File: config.mk
export PLATFORM = sky130hd
export DESIGN_NAME = adc_tilt_filter
export DESIGN_NICKNAME = d
export VERILOG_FILES = /design/src/rtl/adc_tilt_pkg.sv /design/src/rtl/adc_block_avg.sv /design/src/rtl/adc_tilt_filter.sv
export SDC_FILE = /design/constraint.sdc
export NUM_CORES = 1
export LEC_CHECK = 0
export ABC_AREA = 1
export ABC_CLOCK_PERIOD_IN_PS = 7100
export CAP_MARGIN = 30
export CORE_MARGIN = 10
export CORE_UTILIZATION = 45
export DETAILED_ROUTE_END_ITERATION = 16
export PLACE_DENSITY = 0.68
export REMOVE_ABC_BUFFERS = 1
export SLEW_MARGIN = 20
export SYNTH_ARGS = -nofsm -noshare
export SYNTH_HDL_FRONTEND = slang
export SYNTH_SLANG_ARGS = --single-unit
export TNS_END_PERCENT = 10
File: constraint.sdc
create_clock -name CLOCK_50 -period 7.1 [get_ports CLOCK_50]
set_input_delay 1.775 -clock CLOCK_50 [delete_from_list [all_inputs] [get_ports CLOCK_50]]
set_output_delay 1.775 -clock CLOCK_50 [all_outputs]
set_load 0.005 [all_outputs]
File: src/rtl/adc_tilt_pkg.sv
`default_nettype none
// +-----------------------------------------------------------------------+
// | adc_tilt_pkg : shared encodings and defaults for the ADC tilt filter  |
// | rev 1.0                                                               |
// +-----------------------------------------------------------------------+
package adc_tilt_pkg;

  typedef enum logic [1:0] {
    ST_CENTRE = 2'b00,
    ST_LEFT   = 2'b01,
    ST_RIGHT  = 2'b10
  } tilt_state_e;

  localparam logic [1:0]  C_DIR_CENTRE   = 2'b00;
  localparam logic [1:0]  C_DIR_LEFT     = 2'b01;
  localparam logic [1:0]  C_DIR_RIGHT    = 2'b10;

  localparam logic [11:0] C_DEF_CENTRE   = 12'd2048;
  localparam logic [11:0] C_DEF_DEADBAND = 12'd64;
  localparam logic [11:0] C_DEF_HYST     = 12'd16;

  localparam logic [7:0]  C_LED_CENTRE   = 8'b0001_1000;

  // k in 1..8 lit segments; RIGHT grows up from LED[0], LEFT down from LED[7].
  function automatic logic [7:0] bar_mask(input logic [3:0] k, input logic from_msb);
    logic [3:0] sh;
    sh = 4'd8 - k;
    return from_msb ? (8'hFF << sh) : (8'hFF >> sh);
  endfunction

endpackage
`default_nettype wire

File: src/rtl/adc_block_avg.sv
`default_nettype none
// +-----------------------------------------------------------------------+
// | adc_block_avg : accumulates 2^AVG_LOG2 samples and emits their mean   |
// | rev 1.0                                                               |
// +-----------------------------------------------------------------------+
module adc_block_avg #(
  parameter int AVG_LOG2 = 4
) (
  input  logic        clk,
  input  logic        rst_n,
  input  logic [11:0] sample,
  input  logic        sample_valid,
  output logic        blk_done,
  output logic [11:0] blk_avg,
  output logic [11:0] avg,
  output logic        avg_valid
);

  localparam int                  ACC_W     = 12 + AVG_LOG2;
  localparam logic [AVG_LOG2-1:0] C_CNT_ONE = 1;

  logic [ACC_W-1:0]    acc_q, acc_d, sum;
  logic [AVG_LOG2-1:0] cnt_q, cnt_d;
  logic [11:0]         avg_q, avg_d;
  logic                valid_q, valid_d;

  // The closing sample is folded into the sum so the next block starts clean.
  always_comb begin
    sum      = acc_q + {{AVG_LOG2{1'b0}}, sample};
    blk_done = sample_valid && (cnt_q == {AVG_LOG2{1'b1}});
    blk_avg  = sum[ACC_W-1:AVG_LOG2];
    acc_d    = acc_q;
    cnt_d    = cnt_q;
    avg_d    = avg_q;
    valid_d  = 1'b0;
    if (sample_valid) begin
      if (blk_done) begin
        acc_d   = '0;
        cnt_d   = '0;
        avg_d   = blk_avg;
        valid_d = 1'b1;
      end else begin
        acc_d = sum;
        cnt_d = cnt_q + C_CNT_ONE;
      end
    end
  end

  always_ff @(posedge clk or negedge rst_n) begin
    if (!rst_n) begin
      acc_q   <= '0;
      cnt_q   <= '0;
      avg_q   <= '0;
      valid_q <= 1'b0;
    end else begin
      acc_q   <= acc_d;
      cnt_q   <= cnt_d;
      avg_q   <= avg_d;
      valid_q <= valid_d;
    end
  end

  assign avg       = avg_q;
  assign avg_valid = valid_q;

endmodule
`default_nettype wire

File: src/rtl/adc_tilt_filter.sv
`default_nettype none
// +-----------------------------------------------------------------------+
// | adc_tilt_filter : averaged, hysteretic tilt classifier + LED bar      |
// | rev 1.0                                                               |
// +-----------------------------------------------------------------------+
module adc_tilt_filter
  import adc_tilt_pkg::*;
#(
  parameter int          AVG_LOG2 = 4,
  parameter logic [11:0] CENTRE   = C_DEF_CENTRE,
  parameter logic [11:0] DEADBAND = C_DEF_DEADBAND,
  parameter logic [11:0] HYST     = C_DEF_HYST
) (
  input  logic        CLOCK_50,
  input  logic        RESET_N,
  input  logic [11:0] SAMPLE,
  input  logic        SAMPLE_VALID,
  output logic [11:0] AVG,
  output logic        AVG_VALID,
  output logic [11:0] DEV,
  output logic [1:0]  DIR,
  output logic [7:0]  LED
);

  logic        blk_done;
  logic [11:0] blk_avg;

  adc_block_avg #(
    .AVG_LOG2 (AVG_LOG2)
  ) u_avg (
    .clk          (CLOCK_50),
    .rst_n        (RESET_N),
    .sample       (SAMPLE),
    .sample_valid (SAMPLE_VALID),
    .blk_done     (blk_done),
    .blk_avg      (blk_avg),
    .avg          (AVG),
    .avg_valid    (AVG_VALID)
  );

  tilt_state_e        state_q, state_d;
  logic [11:0]        dev_q, dev_d;
  logic [7:0]         led_q, led_d;
  logic signed [12:0] diff, enter_pos, enter_neg, leave_pos, leave_neg;
  logic [11:0]        dev_new;
  logic [3:0]         k;

  // Everything is evaluated on the fresh average so all outputs move on one edge.
  always_comb begin
    diff      = $signed({1'b0, blk_avg}) - $signed({1'b0, CENTRE});
    enter_pos = $signed({1'b0, DEADBAND});
    enter_neg = -enter_pos;
    leave_pos = $signed({1'b0, DEADBAND - HYST});
    leave_neg = -leave_pos;
    dev_new   = diff[12] ? 12'(-diff) : 12'(diff);
    k         = (dev_new[11:8] >= 4'd7) ? 4'd8 : dev_new[11:8] + 4'd1;

    state_d = state_q;
    dev_d   = dev_q;
    led_d   = led_q;
    if (blk_done) begin
      dev_d = dev_new;
      case (state_q)
        ST_RIGHT: begin
          if (diff < enter_neg)       state_d = ST_LEFT;
          else if (diff <= leave_pos) state_d = ST_CENTRE;
        end
        ST_LEFT: begin
          if (diff > enter_pos)       state_d = ST_RIGHT;
          else if (diff >= leave_neg) state_d = ST_CENTRE;
        end
        default: begin
          if (diff > enter_pos)       state_d = ST_RIGHT;
          else if (diff < enter_neg)  state_d = ST_LEFT;
          else                        state_d = ST_CENTRE;
        end
      endcase
      case (state_d)
        ST_RIGHT: led_d = bar_mask(k, 1'b0);
        ST_LEFT:  led_d = bar_mask(k, 1'b1);
        default:  led_d = C_LED_CENTRE;
      endcase
    end
  end

  always_ff @(posedge CLOCK_50 or negedge RESET_N) begin
    if (!RESET_N) begin
      state_q <= ST_CENTRE;
      dev_q   <= '0;
      led_q   <= 8'h00;
    end else begin
      state_q <= state_d;
      dev_q   <= dev_d;
      led_q   <= led_d;
    end
  end

  assign DEV = dev_q;
  assign DIR = state_q;
  assign LED = led_q;

endmodule
`default_nettype wire

==> out/qor.yml, run 1 <==
outcome:
  status: "complete, no violations"
setup_path:
  critical_path.max_fanout: 5
  max_stage_delay_ns: 0.45
  reg2reg_to: "LED[6]"
  crit_start: "SAMPLE[0]"
  r2r_cells: 23
  arrival_ns: 5.94
  reg2reg_slack_ns: 2.92
  worstPathCellList: "clkdlybuf4s50_1, ha_1, fa_1, nand3_1, nand3_2, xnor2_1, ha_1, nand3_2, nor2_4, nand2_1, nand3_1, nand2_1, ha_1, nand2_2, nand2_2, inv_2, nand3_2, ha_1, ha_1, nor2_1, nand3_1, nand2_1, nand2_1, nand2_1"
  slowest_stage: "fa_1"
  path_class: "in -> reg"
  r2r_start: "u_avg.acc_q[0]"
  worstPathRequired_ns: 7.36
  start_kind: "primary input"
  end_kind: "flop"
route:
  drt_iter0_markers: 159
  wl_microns: 8722
  routed.top_layer: "met4"
  met3WireLength_microns: 562
  antenna_left: 0
  route.met2.wl_microns: 3860
  drc: 0
  wire_per_inst_microns: 13.44
  dr.pass1.iters: 5
  vias: 3268
  via_per_inst: 5.035
  wl_met1_microns: 4222
yosys:
  syn_inst: 502
  netlist_top_cells_area: "dfrtp_1 (37%), nand2_1 (17%), ha_1 (8.0%)"
  synth-seq-cells: 54
  synthDistinctLibCells: 36
  synth.cell_area_sq_mm: 0.003617
  yosysTopAreaCellShare: 0.3736
  synth.avg_cell_area_sq_um: 7.206
  synth-seq-area-share: 0.3736
  ys_warn_count: 0
  synth_top_cell_by_area: "dfrtp_1"
sta:
  worst_slew_pin_slew_ns: 0.7450
  rsz0062_at_grt: "no"
  tns_ns: 0
  setup_violations: 0
  relSlewSlack: 0.5021
  fin_skew_ns: 0.01108
  drv_slew: 0
  min_period_ns: 5.681
  hold_viol: 0
  finalCritPeriodShare: 0.8001
  max_freq_mhz: 176.0
floorplan:
  core-area_sq_mm: 0.007767
  die_x_microns: 109.7
  die_h_microns: 109.7
  start_util: 0.4657
  rows: 32
  design.die.area_sq_mm: 0.01202
  ios: 50
power:
  seq_power_share: 0.233
  netSwitchingPower_mw: 1.095
  swShare: 0.4945
  pwr-share-comb: 0.668
  p_leak_nw: 2.206
  cellPowerDensity_mw_per_mm2: 516.3
  clockPowerShare: 0.100
  total_power_mw: 2.215
  p_int_mw: 1.120
  irDropWorstVdd_mv: 0.3229
min_path:
  min_path_type: "reg -> reg"
  min_from: "LED[7]"
  holdPathStages: 2
  hold_path_end: "LED[7]"
placement:
  dp.cells: 641
  gp_congestion: 0.8457
  io_buffers: 49
  hpwl_microns: 6509
clock_network:
  cts_inserted_buffers: 5
  path_clk_slew_ns: 0.10
  clock-root-buffer: "clkbuf_8"
  cts_resized: 0
  cts-htree-levels: 2
  clkLatencyLatePin_ns: 0.32
  clk_path_buf_depth: 2
  tritoncts: "built"
  clkSinkCount: 54
  hold_buffers: 0
  cts_setup_buffers: 0
final_layout:
  nNetsFinal: 585
  multi_input_area_sq_mm: 0.001954
  drive_above_1_share: 0.07861
  layout_commonest_cell: "nand2_1"
  seq_area_sq_mm: 0.001351
  syn_to_final_growth_pct: 18.61
  diodes: 0
  final_cell_mix: "nand2_1 (160), inv_1 (62), dfrtp_1 (54)"
  fin_cells: 649
  fillers: 782
grt:
  track_usage: 0.1498
  grt_pass1_vias: 3097
  grt-ovfl-total: 0
  antenna_found_initial: 0
  grt_max_degree: 55
  grt_pass1_wl_microns: 14700
run:
  maxCapViolations: 0
-- logic make-up after synthesis --
kind of cell / count (synthesis) / share of synthesized area
simple gates: 291 / 0.3663
buf+inv: 79 / 0.08613
flops: 54 / 0.3736
compound gates: 50 / 0.07713
fa+ha+maj: 24 / 0.08509
xor+xnor: 4 / 0.01176
-- power by group through the flow --
stage	Sequential, mW	Clock (mW)	Combinational (mW)
global placement	0.520	0	1.45
detailed placement	0.523	0	1.47
finish	0.516	0.221	1.48
CTS	0.518	0.224	1.48
global route	0.534	0.234	1.69
floorplan	0.517	0	1.05
-- critical path: cells and delay by family --
family / cells / cell delay [ns]
adders and majority gates: 6 / 1.77
and+or+nand+nor: 15 / 1.51
xor gates and xnor gates: 1 / 0.39
buffers and inverters: 2 / 0.49
-- flip-flops by register name, summed over array words and instances, names as in the netlist --
name	cells
DEV	12
u_avg.avg	11
u_avg.avg_valid	1
u_avg.cnt_q	4
DIR	2
u_avg.acc_q	16
LED	8
-- how the worst max path moves through the flow --
stage	depth (start not counted)	to
after detailed placement	24	LED[1]
after global placement	24	LED[1]
after CTS	24	LED[1]
after floorplan	23	LED[1]
final	24	LED[6]
after global routing	24	LED[1]
-- synth_stat cells, drive strengths merged --
| cell | number |
|---|---|
| a21oi | 7 |
| a221o | 1 |
| a31o | 1 |
| a31oi | 4 |
| and2 | 1 |
| buf | 3 |
| clkbuf | 11 |
| clkinv | 1 |
| dfrtp | 54 |
| fa | 1 |
| ha | 23 |
| inv | 64 |
| nand2 | 174 |
| nand3 | 58 |
| nand3b | 2 |
| nand4 | 10 |
| nor2 | 37 |
| nor3 | 6 |
| nor4 | 1 |
| o211ai | 3 |
| o21ai | 29 |
| o22ai | 4 |
| o31ai | 1 |
| or2 | 2 |
| xnor2 | 3 |
| xor2 | 1 |
-- area by class of cell --
type,instances,area share
Tap cell,102,0.02975
Inverter,65,0.05687
Clock inverter,3,0.01021
Timing Repair Buffer,51,0.1167
Clock buffer,5,0.01604
Multi-Input combinational cell,369,0.4555
Sequential cell,54,0.3150
-- metrics by stage --
| stage | utilization | hold slack, ns | instance area [sq um] | setup WS (ns) |
|---|---|---|---|---|
| 3_5_place_dp | 0.5379 | 0.4673 | 4178 | 1.090 |
| 6_report | 0.5524 | 0.4920 | 4290 | 1.419 |
| 4_1_cts | 0.5524 | 0.4953 | 4290 | 1.421 |
| 2_1_floorplan | - | 0.4531 | 3550 | 2.006 |
| 5_1_grt | 0.5524 | 0.5143 | 4290 | 1.014 |
| 3_3_place_gp | 0.5379 | 0.4643 | 4178 | 1.277 |
-- routing by layer --
metal / global-route usage / vias to the layer above
met5: 0 / -
met4: 0.03253 / 0
met3: 0.03452 / 8
met2: 0.2355 / 73
met1: 0.2052 / 1488
li1: - / 1699
Note: power is estimated with default switching activity, not from simulation.
==> inputs of run 2 (changes only) <==
--- a/config.mk
+++ b/config.mk
@@ -6,7 +6,7 @@
 export NUM_CORES = 1
 export LEC_CHECK = 0
 export ABC_AREA = 1
-export ABC_CLOCK_PERIOD_IN_PS = 7100
+export ABC_CLOCK_PERIOD_IN_PS = 5300
 export CAP_MARGIN = 30
 export CORE_MARGIN = 10
 export CORE_UTILIZATION = 45
==> constraint.sdc (replaced) <==
create_clock -name CLOCK_50 -period 5.3 [get_ports CLOCK_50]
set_input_delay 1.325 -clock CLOCK_50 [delete_from_list [all_inputs] [get_ports CLOCK_50]]
set_output_delay 1.325 -clock CLOCK_50 [all_outputs]
set_load 0.005 [all_outputs]
==> run 2 against run 1 <==
Sequential share of layout area fell by 0.36 points. Global-route usage rose by 0.67 points. First-iteration DRC count rose by 10%. Sequential cell count did not move. Sequential power rose by 34%. Cell area rose by 1.2%. Clock power rose by 9.0%. Core utilization rose by 0.64 points. Critical path type unchanged. Critical endpoint unchanged. Largest power group unchanged. Highest routed layer unchanged.
==> out/qor.yml, run 2 (synthesis results as in run 1) <==
sta:
  worst_slew_pin_slew_ns: 0.7010  # was 0.7450 ns
  relSlewSlack: 0.5315  # was 0.5021
  setup_ws_ns: 0.3510  # was 1.419 ns
  fin_skew_ns: 0.009590  # was 0.01108 ns
  tns_ns: 0  # unchanged
  finalCritPeriodShare: 0.9338
  setup_violations: 0  # unchanged
  min_period_ns: 4.949
  max_freq_mhz: 202.1
  hold_viol: 0  # unchanged
  drv_slew: 0  # unchanged
final_layout:
  nNetsFinal: 592  # was 585
  final_cell_mix: "nand2_1 (160), inv_1 (62), dfrtp_1 (54)"  # unchanged
  drive_above_1_share: 0.09206  # was 0.07861
  layout_commonest_cell: "nand2_1"  # unchanged
  syn_to_final_growth_pct: 19.99  # was 18.61%
  final_util: 0.5588  # was 0.5524
  largest_register_ffs: 16  # unchanged
  diodes: 0  # unchanged
  fin_area_sq_mm: 0.004340  # was 0.004290 sq mm
  fin_cells: 656  # was 649
  largest_register: "u_avg.acc_q"  # unchanged
placement:
  place_area_sq_mm: 0.004230  # was 0.004178 sq mm
  gp_congestion: 0.8545  # was 0.8457
  place_ws_ns: -0.03838  # was 1.090 ns
  hpwl_microns: 6851  # was 6509 microns
  dp.cells: 648  # was 641
  io_buffers: 49  # unchanged
clock_network:
  tritoncts: "built"  # unchanged
  cts_setup_buffers: 0  # unchanged
  clkSinkCount: 54  # unchanged
  clkLatencyLatePin_ns: 0.32  # about the same
  hold_buffers: 0  # unchanged
  clock-root-buffer: "clkbuf_8"  # unchanged
  cts_inserted_buffers: 5  # unchanged
  cts-htree-levels: 2  # unchanged
  path_clk_slew_ns: 0.10  # about the same
  clk_path_buf_depth: 2  # unchanged
grt:
  grt_max_degree: 55  # unchanged
  grt_pass1_vias: 3198  # was 3097
  antenna_found_initial: 0  # unchanged
  track_usage: 0.1565  # was 0.1498
  grt-ovfl-total: 0  # unchanged
  grt_pass1_wl_microns: 15260  # was 14700 microns
setup_path:
  slowest_stage: "clkdlybuf4s50_1"  # was fa_1
  worstPathCellList: "clkdlybuf4s50_1, ha_1, fa_2, nand3_1, nand3_2, xnor2_2, ha_1, nand3_2, nor2_4, nand2_1, nand3_1, nand2_1, ha_1, nand2_2, nand2_2, inv_2, nand3_2, ha_1, ha_1, nor2_1, nand3_1, nand2_1, nand2_1, nand2_1"  # was clkdlybuf4s50_1, ha_1, fa_1, nand3_1, nand3_2, xnor2_1, ha_1, nand3_2, nor2_4, nand2_1, nand3_1, nand2_1, ha_1, nand2_2, nand2_2, inv_2, nand3_2, ha_1, ha_1, nor2_1, nand3_1, nand2_1, nand2_1, nand2_1
  start_kind: "primary input"  # unchanged
  crit_buf_inv: 2  # unchanged
  critical_path.max_fanout: 5  # unchanged
  end_kind: "flop"  # unchanged
  crit_family: "adder cells"  # unchanged
  path_class: "in -> reg"  # unchanged
  max_stage_delay_ns: 0.41  # was 0.45 ns
  crit_start: "SAMPLE[0]"  # unchanged
  arrival_ns: 5.20  # was 5.94 ns
  r2r_start: "u_avg.acc_q[0]"  # unchanged
  worstPathRequired_ns: 5.55  # was 7.36 ns
route:
  dr.pass1.iters: 5  # unchanged
  via_per_inst: 5.075  # was 5.035
  drc: 0  # unchanged
  antenna_left: 0  # unchanged
  wl_microns: 9047  # was 8722 microns
  wire_per_inst_microns: 13.79  # was 13.44 microns
  drt_iter0_markers: 175  # was 159
  vias: 3329  # was 3268
min_path:
  min_path_type: "reg -> reg"  # unchanged
  min_from: "LED[1]"  # was LED[7]
power:
  irDropWorstVdd_mv: 0.4493  # was 0.3229 mV
  p_leak_nw: 2.229  # was 2.206 nW
  cellPowerDensity_mw_per_mm2: 695.6  # was 516.3 mW/mm^2
run:
  maxCapViolations: 0  # unchanged
floorplan:
  die_x_microns: 109.7  # unchanged
  rows: 32  # unchanged
  design.die.area_sq_mm: 0.01202  # unchanged
  die_h_microns: 109.7  # unchanged
  start_util: 0.4657  # unchanged
  ios: 50  # unchanged
  core-area_sq_mm: 0.007767  # unchanged
outcome:
  status: "complete, no violations"  # unchanged
==> run 2: per-stage QoR <==
step	power, mW	hold WS (ns)
after CTS	3.007	0.4925
final	3.019	0.4843
after floorplan	2.105	0.4531
after global placement	2.689	0.4661
after global routing	3.354	0.5152
after detailed placement	2.753	0.4663
==> run 2: per-layer routing <==
layer | share of wire | track usage | vias up
met1 | 0.48 | 0.2055 | 1549
met3 | 0.059 | 0.03920 | 5
li1 | - | - | 1719
met2 | 0.45 | 0.2526 | 56
met4 | 0.0091 | 0.03810 | 0
met5 | 0 | 0 | -
==> run 2: cell type report <==
type,count,area (sq um)
flip-flops and latches,54,1351
clock inverters,2,16.27
repair buffers,58,553.0
clock buffers,6,72.57
inverters,65,244.0
fillers,744,3427
well taps,102,127.6
multi-input cells,369,1976
==> run 2: power breakdown <==
group	leakage [nW]	internal, mW	switching, mW
Combinational	1.50	0.833	1.25
Sequential	0.684	0.584	0.109
Clock	0.0418	0.0954	0.146
==> run 2: worst paths after layout <==
kind                       depth (start not counted)             end  slack, ns
max                                               24          LED[6]       0.35
min                                                2          LED[1]       0.48
max reg2reg                                       23          LED[6]       1.38
min reg2reg                                        2          LED[1]       0.48
max in group asynchronous                          2          DEV[7]       3.71
min in group asynchronous                          2  u_avg.acc_q[4]       1.13
==> run 2: repair_timing <==
item | in CTS | in global routing
endpoints found under the hold margin | 0 | 0
endpoints found under the setup margin | 0 | 5
resized for setup | 0 | 3
==> run 2: worst register-to-register path, stage by stage (launching register included) <==
cell and delay, ns:
dfrtp_1 0.40, ha_1 0.25, fa_2 0.39, nand3_1 0.10
nand3_2 0.13, xnor2_2 0.18, ha_1 0.22, nand3_2 0.14
nor2_4 0.17, nand2_1 0.09, nand3_1 0.10, nand2_1 0.07
ha_1 0.23, nand2_2 0.10, nand2_2 0.07, inv_2 0.09
nand3_2 0.11, ha_1 0.25, ha_1 0.34, nor2_1 0.16
nand3_1 0.09, nand2_1 0.07, nand2_1 0.05, nand2_1 0.06
==> inputs of run 3 (changes only) <==
--- a/config.mk
+++ b/config.mk
@@ -6,13 +6,13 @@
 export NUM_CORES = 1
 export LEC_CHECK = 0
 export ABC_AREA = 1
-export ABC_CLOCK_PERIOD_IN_PS = 5300
+export ABC_CLOCK_PERIOD_IN_PS = 6030
 export CAP_MARGIN = 30
 export CORE_MARGIN = 10
 export CORE_UTILIZATION = 45
 export DETAILED_ROUTE_END_ITERATION = 16
+export MAX_ROUTING_LAYER = met4
 export PLACE_DENSITY = 0.68
-export REMOVE_ABC_BUFFERS = 1
 export SLEW_MARGIN = 20
 export SYNTH_ARGS = -nofsm -noshare
 export SYNTH_HDL_FRONTEND = slang
==> constraint.sdc (replaced) <==
create_clock -name CLOCK_50 -period 6.03 [get_ports CLOCK_50]
set_input_delay 1.5075 -clock CLOCK_50 [delete_from_list [all_inputs] [get_ports CLOCK_50]]
set_output_delay 1.5075 -clock CLOCK_50 [all_outputs]
set_load 0.005 [all_outputs]
==> run 3 against run 2 <==
First-iteration DRC count increased by 16%. Combinational power is 15% lower. Highest routed layer unchanged. Critical endpoint is now LED[2]. Largest power group unchanged. Critical path depth is the same. Cell count decreased by 0.91%. Sequential power fell by 12%. Non-clock buffer count fell by 6.
==> out/qor.yml, run 3 (synthesis results as in run 1) <==
outcome:
  status: "complete, no violations"  # unchanged
power:
  total_power_mw: 2.636  # was 3.019 mW
  p_leak_nw: 2.210  # was 2.229 nW
  cellPowerDensity_mw_per_mm2: 613.3  # was 695.6 mW/mm^2
  irDropWorstVdd_mv: 0.3037  # was 0.4493 mV
grt:
  grt-ovfl-total: 0  # unchanged
  grt_pass1_wl_microns: 15190  # was 15260 microns
  track_usage: 0.1604  # was 0.1565
  grt_max_degree: 55  # unchanged
  antenna_found_initial: 0  # unchanged
  grt_pass1_vias: 3143  # was 3198
route:
  dr.pass1.iters: 4  # was 5
  via_per_inst: 5.040  # was 5.075
  wl_microns: 9201  # was 9047 microns
  vias: 3276  # was 3329
  wire_per_inst_microns: 14.16  # was 13.79 microns
  antenna_left: 0  # unchanged
  drt_iter0_markers: 203  # was 175
  drc: 0  # unchanged
setup_path:
  end_kind: "flop"  # unchanged
  critical_path.max_fanout: 5  # unchanged
  worstPathCellList: "clkdlybuf4s50_1, ha_1, fa_1, nand3_1, nand3_2, xnor2_1, ha_1, nand3_2, nor2_4, nand2_1, nand3_1, nand2_1, ha_1, nand2_2, nand2_2, inv_2, nand3_2, ha_1, ha_1, nor2_1, nand3_1, nand2_1, nand2_1, nand2_1"  # was clkdlybuf4s50_1, ha_1, fa_2, nand3_1, nand3_2, xnor2_2, ha_1, nand3_2, nor2_4, nand2_1, nand3_1, nand2_1, ha_1, nand2_2, nand2_2, inv_2, nand3_2, ha_1, ha_1, nor2_1, nand3_1, nand2_1, nand2_1, nand2_1
  max_stage_delay_ns: 0.44  # was 0.41 ns
  start_kind: "primary input"  # unchanged
  path_class: "in -> reg"  # unchanged
  crit_cells: 24  # unchanged
  r2r_cells: 23  # unchanged
  worstPathRequired_ns: 6.29  # was 5.55 ns
  crit_family: "adder cells"  # unchanged
  slowest_stage: "fa_1"  # was clkdlybuf4s50_1
  crit_buf_inv: 2  # unchanged
  arrival_ns: 5.63  # was 5.20 ns
floorplan:
  die_x_microns: 109.7  # unchanged
  die_h_microns: 109.7  # unchanged
  start_util: 0.4657  # unchanged
  ios: 50  # unchanged
  core-area_sq_mm: 0.007767  # unchanged
  rows: 32  # unchanged
  design.die.area_sq_mm: 0.01202  # unchanged
final_layout:
  final_util: 0.5533  # was 0.5588
  fillers: 776  # was 744
  final_cell_mix: "nand2_1 (160), inv_1 (62), dfrtp_1 (54)"  # unchanged
  largest_register_ffs: 16  # unchanged
  fin_area_sq_mm: 0.004298  # was 0.004340 sq mm
  largest_register: "u_avg.acc_q"  # unchanged
  layout_commonest_cell: "nand2_1"  # unchanged
  diodes: 0  # unchanged
  nNetsFinal: 586  # was 592
  fin_cells: 650  # was 656
  drive_above_1_share: 0.08029  # was 0.09206
  syn_to_final_growth_pct: 18.82  # was 19.99%
sta:
  hold_viol: 0  # unchanged
  fin_skew_ns: 0.009370  # was 0.009590 ns
  finalCritPeriodShare: 0.8896
  relSlewSlack: 0.5312  # was 0.5315
  setup_violations: 0  # unchanged
  max_freq_mhz: 186.4
  worst_slew_pin_slew_ns: 0.7032  # was 0.7010 ns
  holdWs_ns: 0.4912  # was 0.4843 ns
  setup_ws_ns: 0.6659  # was 0.3510 ns
  min_period_ns: 5.364
  rsz0062_at_grt: "no"
  drv_slew: 0  # unchanged
  tns_ns: 0  # unchanged
placement:
  place_ws_ns: 0.3396  # was -0.03838 ns
  place_area_sq_mm: 0.004185  # was 0.004230 sq mm
  dp.cells: 642  # was 648
  hpwl_microns: 7016  # was 6851 microns
  io_buffers: 49  # unchanged
  gp_congestion: 0.8752  # was 0.8545
clock_network:
  tritoncts: "built"  # unchanged
  cts-htree-levels: 2  # unchanged
  cts_setup_buffers: 0  # unchanged
  clock-root-buffer: "clkbuf_8"  # unchanged
  clk_path_buf_depth: 2  # unchanged
  cts_resized: 0  # unchanged
  clkLatencyLatePin_ns: 0.32  # about the same
  cts_inserted_buffers: 5  # unchanged
  clkSinkCount: 54  # unchanged
  hold_buffers: 0  # unchanged
  path_clk_slew_ns: 0.10  # about the same
min_path:
  holdPathStages: 2  # unchanged
  min_path_type: "reg -> reg"  # unchanged
yosys:
  syn_nets: 541
run:
  maxCapViolations: 0  # unchanged
==> run 3: changes by cell type in the layout (fill, tap and decap cells not counted), sizes merged <==
cell / change
clkbuf: -1
clkinvlp: -1
bufinv: +1
clkinv: +1
buf: -6
==> run 3: worst paths after layout <==
check,slack (ns),to,start
max,0.67,LED[2],SAMPLE[0]
min,0.49,LED[1],LED[1]
max reg2reg,1.88,LED[2],u_avg.acc_q[0]
min reg2reg,0.49,LED[1],LED[1]
max in group asynchronous,4.25,u_avg.acc_q[2],RESET_N
min in group asynchronous,1.30,u_avg.cnt_q[0],RESET_N
==> run 3: final cells by class <==
class | count | area [sq um] | area share
Inverter | 65 | 244.0 | 0.05677
Clock inverter | 3 | 43.79 | 0.01019
Sequential cell | 54 | 1351 | 0.3144
Timing Repair Buffer | 52 | 508.0 | 0.1182
Tap cell | 102 | 127.6 | 0.02969
Clock buffer | 5 | 68.82 | 0.01601
Multi-Input combinational cell | 369 | 1954 | 0.4547
==> run 3: where the power goes <==
group	total (mW)	internal [mW]	switching, mW	leakage (nW)
Clock	0.258	0.125	0.133	0.0585
Combinational	1.77	0.687	1.08	1.47
Sequential	0.611	0.513	0.0977	0.684
Total	2.64	1.32	1.31	2.21
==> run 3: worst min-delay path, delay by kind of cell, from the launching register on <==
kind	cells	cell delay [ns]
flip-flops	1	0.36
AND/OR/NAND/NOR	2	0.10
==> run 3: routing by layer <==
layer / wire (microns) / GRT usage
met5: 0 / -
met4: 98 / 0.04833
met3: 360 / 0.02224
met2: 4328 / 0.2543
met1: 4414 / 0.2081
==> RTL change 1, RTL diff (settings of run 1) <==
Make the reset (`RESET_N` and `rst_n`) synchronous in 2 clocked blocks.
--- a/src/rtl/adc_block_avg.sv
+++ b/src/rtl/adc_block_avg.sv
@@ -47,5 +47,5 @@
   end
 
-  always_ff @(posedge clk or negedge rst_n) begin
+  always_ff @(posedge clk) begin
     if (!rst_n) begin
       acc_q   <= '0;
--- a/src/rtl/adc_tilt_filter.sv
+++ b/src/rtl/adc_tilt_filter.sv
@@ -84,5 +84,5 @@
   end
 
-  always_ff @(posedge CLOCK_50 or negedge RESET_N) begin
+  always_ff @(posedge CLOCK_50) begin
     if (!RESET_N) begin
       state_q <= ST_CENTRE;
Behaviour: no difference found for any inputs over 10 cycles, from zero or initial values and one cycle with RESET_N low; that may be too few to reach the edited logic, so the function may still have changed.
==> RTL change 1 against run 1 <==
Synthesized cell count rose by 2.8%; routed wire length down 4.9%; global-route usage decreased by 0.46 points; cell count rose by 2.3%; worst setup slack better by 0.068 ns; largest cell class unchanged; core utilization shrank 0.90 points; area after synthesis decreased by 3.6%; via count is 0.46% lower; final area fell by 3.1%; sequential cell count is the same; sequential share of layout area shrank 5.5 points.
Power is not compared: it rests on default switching activity, and its combinational part moved more than twofold at a synthesized area within 25%.
==> RTL change 1: results (changes against run 1) <==
outcome=completed; Starting DRT DRC Count=121 (-24%); Synth top cells by count=nand2_1 (165), inv_1 (67), dfxtp_1 (54), nand3_1 (36), nor2_1 (31); Synth Area in Compound Gates=9.548% (+1.8 points); crit path from=SAMPLE[0]; post-synthesis xor/xnor area fraction=3.984% (+2.8 points); first-pass GRT wire length=14190 um (-3.5%); placed cell area=0.004060 sq mm (-2.8%); Leak=between 0.002 and 0.0025 uW; global placer's final weighted congestion=0.8628 (+2.0%); fill cell count=770 (-1.5%); sequential area share after synthesis=31.01% (-6.3 points); Slew headroom=50.92% (+0.71 points); largest cells by area after synthesis=dfxtp_1 (31%), nand2_1 (18%), ha_1 (8.3%); max incr delay on CP=about 0.46 ns; DR pass1 iterations=4 (-1); adder-cell share of the synthesized area=8.830% (+0.32 points); layout cells sized above 1=9.786% (+1.9 points); Vias/cell=4.899 (-2.7%); reg2reg start=u_avg.acc_q[0]; total track usage=14.51% (-0.46 points); yosys warns=0 (unchanged); Hold Startpoint=LED[5]; Arr. time, crit path=5.88 ns (-0.06 ns); vias in the first global route=3096 (-0.032%); hpwl dp=6518 um (+0.15%); Post-synth ARST share=0% (-100 points); clock skew=0.008254 ns (-0.002825 ns); synth unique cells=40 (+11%); fin nets=600 (+2.6%); fin util=54.34% (-0.90 points); largest net degree at the start of global routing=22 (-60%); total CTS buffers=5 (unchanged); WL final=8298 um (-4.9%)
==> RTL change 1: logic make-up after synthesis <==
group                    after synthesis
AND/OR/NAND/NOR                      281
AO/OA/AOI/OAI                         62
buffers and inverters                 83
XOR/XNOR                              12
flip-flops                            54
adder cells (fa/ha/maj)               24
==> RTL change 1: path summary, 6_finish.rpt <==
kind              slack [ns]  endpoint
setup reg to reg        3.05    LED[6]
hold / removal          0.46    LED[5]
hold reg to reg         0.46    LED[5]
setup / recovery        1.49    LED[6]
==> RTL change 1: final cells by class <==
class / count / area share [%]
inverters: 71 / 6.414
flip-flops and latches: 54 / 26.02
well taps: 102 / 3.071
multi-input cells: 379 / 50.14
clock inverters: 2 / 0.3011
clock buffers: 6 / 1.987
repair buffers: 50 / 12.07
==> RTL change 1: worst reg2reg max path, cell delays in order (launching register included) <==
cell	delay, ns
dfxtp_1	0.32
ha_1	0.22
fa_1	0.46
nand3_1	0.11
nand3_2	0.11
xnor2_1	0.35
ha_1	0.27
nand3_2	0.14
nor2_2	0.16
nand2_1	0.07
nand2_1	0.09
xor2_2	0.10
ha_1	0.23
nand3_2	0.09
nand2_1	0.08
nor2_1	0.14
inv_1	0.06
ha_1	0.21
ha_1	0.34
nor2_1	0.16
nand3_1	0.09
nand2_1	0.07
nand2_1	0.05
nand2_1	0.08
==> RTL change 1: where the power goes <==
group,switching (uW),internal [uW],total (uW)
logic,167,92.1,259
registers,6.47,312,319
clock network,104,78.7,183
==> RTL change 1: through the flow <==
step | power [uW] | hold WS (ns) | setup slack (ns) | cells
6_report | 759.8 | 0.4559 | 1.487 | 664
5_1_grt | 814.5 | 0.4839 | 1.077 | 664
4_1_cts | 765.6 | 0.4590 | 1.458 | 664
3_5_place_dp | 583.6 | 0.4399 | 1.133 | 656
3_3_place_gp | 578.5 | 0.4385 | 1.226 | 655
2_1_floorplan | 524.6 | 0.4479 | 1.985 | 504
==> RTL change 1: per-layer routing <==
| metal | part of all wire, % | vias up | GRT usage, % |
|---|---|---|---|
| met5 | 0 | - | 0 |
| met4 | 2.1 | 0 | 4.580 |
| met3 | 5.9 | 12 | 3.688 |
| met2 | 45 | 61 | 23.45 |
| met1 | 47 | 1455 | 18.50 |
| li1 | - | 1725 | - |
==> RTL change 2, RTL diff (config.mk and constraints of run 1) <==
Without the edit above. `AVG_LOG2` is set to 4 in 2 places; all go to 2.
--- a/src/rtl/adc_block_avg.sv
+++ b/src/rtl/adc_block_avg.sv
@@ -5,5 +5,5 @@
 // +-----------------------------------------------------------------------+
 module adc_block_avg #(
-  parameter int AVG_LOG2 = 4
+  parameter int AVG_LOG2 = 2
 ) (
   input  logic        clk,
--- a/src/rtl/adc_tilt_filter.sv
+++ b/src/rtl/adc_tilt_filter.sv
@@ -7,5 +7,5 @@
   import adc_tilt_pkg::*;
 #(
-  parameter int          AVG_LOG2 = 4,
+  parameter int          AVG_LOG2 = 2,
   parameter logic [11:0] CENTRE   = C_DEF_CENTRE,
   parameter logic [11:0] DEADBAND = C_DEF_DEADBAND,
Function: changed (Yosys sat finds a counterexample within 10 cycles, from zero or initial values and one cycle with RESET_N low).
==> RTL change 2 against run 1 <==
Register-to-register slack better by 0.09 ns; sequential cell count down 4; worst hold slack worse by 0.013 ns; non-clock buffer count unchanged; routed wire length down 7.4%; final area down 4.5%; area after synthesis down 4.1%; worst setup slack better by 0.091 ns; critical path type unchanged; critical endpoint is now LED[2]; largest cell class unchanged.
Power is not shown: default switching activity piles up to over one toggle a cycle in this logic, so the estimate is an artifact.
==> RTL change 2: results (changes against run 1) <==
outcome=completed; clock-pin slew on the worst setup and hold paths=0.09 ns; WL final=8077 um (-7.4%); diode count=0 (unchanged); H-tree depth=2 (unchanged); yosys warns=0 (unchanged); Top reg by flops=u_avg.acc_q; synth unique cells=36 (unchanged); delay-heaviest family, CP=simple AND/OR/NAND/NOR gates; Synth Flop Type=dfrtp_1; total track usage=14.34% (-0.64 points); clock skew=0.005904 ns (-0.005175 ns); vias in the first global route=2994 (-3.3%); Port Buf Inserts=49 (unchanged); layout cells sized above 1=10.16% (+2.3 points); Least-Margin Pin Slew=0.8380 ns (+0.09300 ns); Arr. time, crit path=5.84 ns (-0.10 ns); Post-synth ARST share=100.0% (unchanged); Vias/cell=4.935 (-2.0%); HP Class=register to register; first-pass GRT wire length=13880 um (-5.6%); worst skew pair latency=0.31 ns; fill cell count=726 (-7.2%); CP max FO=7 (+2); cts repair resizes=0 (unchanged); global placer's final weighted congestion=0.8461 (about the same); max incr delay on CP=0.45 ns (about the same); top-area cell type share of the netlist area=36.08% (-1.3 points); antenna violations before repair=0 (unchanged); largest net degree at the start of global routing=51 (-7.3%); fin nets=549 (-6.2%); placed cell area=0.004001 sq mm (-4.2%); setup bufs post-CTS=0 (unchanged); Clk Tree Root Cell=clkbuf_8; max reg flops=14 (-2); Starting DRT DRC Count=163 (+2.5%); Clock Tree Buf Depth=2 (unchanged); largest cells by area after synthesis=dfrtp_1 (36%), nand2_1 (15%), ha_1 (7.9%); hpwl dp=6134 um (-5.8%); total CTS buffers=5 (unchanged); sequential area share after synthesis=36.08% (-1.3 points); Synth top cells by count=nand2_1 (137), inv_1 (66), dfrtp_1 (50), nand3_1 (41), o21ai_0 (28); Worst path slowest cell=fa_1; DR pass1 iterations=5 (unchanged)
-- RTL change 2: changes by cell type after synthesis, sizes merged, moves of 4 or more --
cell,delta
a21oi,+6
a31oi,-4
buf,+5
dfrtp,-4
inv,+6
nand2,-21
nand3,-7
nor2,-12
o22ai,+8
xor2,+4
-- RTL change 2: layout make-up --
class                   instances  area (sq um)  share of cell area (%)
clock inverters                 2         12.51                  0.3054
repair buffers                 51         500.5                   12.22
inverters                      70         262.8                   6.414
well taps                      99         123.9                   3.024
flip-flops and latches         50          1251                   30.54
clock buffers                   6         82.58                   2.016
multi-input cells             333          1863                   45.48
-- RTL change 2: cells by family (layout without fill, tap and decap cells) --
group / Yosys count / in the layout / synth area share, %
DFF: 50 / 50 / 36.08
adders and majority gates: 23 / 23 / 8.514
muxes: 1 / 1 / 0.3247
AOI/OAI and AO/OA: 58 / 58 / 9.235
and+or+nand+nor: 246 / 246 / 33.41
buffers and inverters: 86 / 129 / 10.21
xor gates and xnor gates: 5 / 5 / 2.237
-- RTL change 2: path summary, 6_finish.rpt --
kind | start | to | slack, ns | depth (start not counted)
max | SAMPLE[0] | LED[2] | 1.51 | 27
min reg2reg | u_avg.cnt_q[0] | u_avg.cnt_q[0] | 0.48 | 1
max reg2reg | u_avg.acc_q[0] | LED[2] | 3.01 | 26
min in group asynchronous | RESET_N | DEV[1] | 1.55 | 2
min | u_avg.cnt_q[0] | u_avg.cnt_q[0] | 0.48 | 1
max in group asynchronous | RESET_N | u_avg.acc_q[13] | 5.11 | 2
-- RTL change 2: worst register-to-register path: stages, from the launching register on --
cell and delay, ns:
dfrtp_1 0.39, ha_1 0.25, fa_1 0.46, xor2_1 0.21
inv_1 0.12, ha_1 0.16, inv_1 0.05, nor2_1 0.12
nand2_2 0.09, nor2_4 0.14, nand2_1 0.07, nand2_1 0.08
xor2_1 0.19, inv_1 0.12, ha_1 0.24, nand3_2 0.13
nand2_1 0.09, nor2_1 0.16, inv_1 0.09, ha_1 0.22
nand4_1 0.12, nand2_2 0.11, nor2_1 0.16, nand3_1 0.10
nand2_1 0.07, nand2_1 0.05, nand2_1 0.07
-- RTL change 2: stage by stage --
stage / util, % / hold slack [ns] / setup slack, ns / cells
2_1_floorplan: - / 0.4518 / 2.037 / 453
3_3_place_gp: 54.30 / 0.4615 / 1.391 / 603
3_5_place_dp: 54.30 / 0.4647 / 1.194 / 603
4_1_cts: 55.59 / 0.4846 / 1.519 / 611
5_1_grt: 55.59 / 0.5187 / 1.117 / 611
6_report: 55.59 / 0.4793 / 1.510 / 611
-- RTL change 2: per-layer routing --
metal  vias up  wire [um]  GRT usage (%)
met1      1356       3781          18.69
met5         -          0              0
met4         0         69          3.149
met3         4        573          4.311
li1       1586          -              -
met2        69       3653          22.77
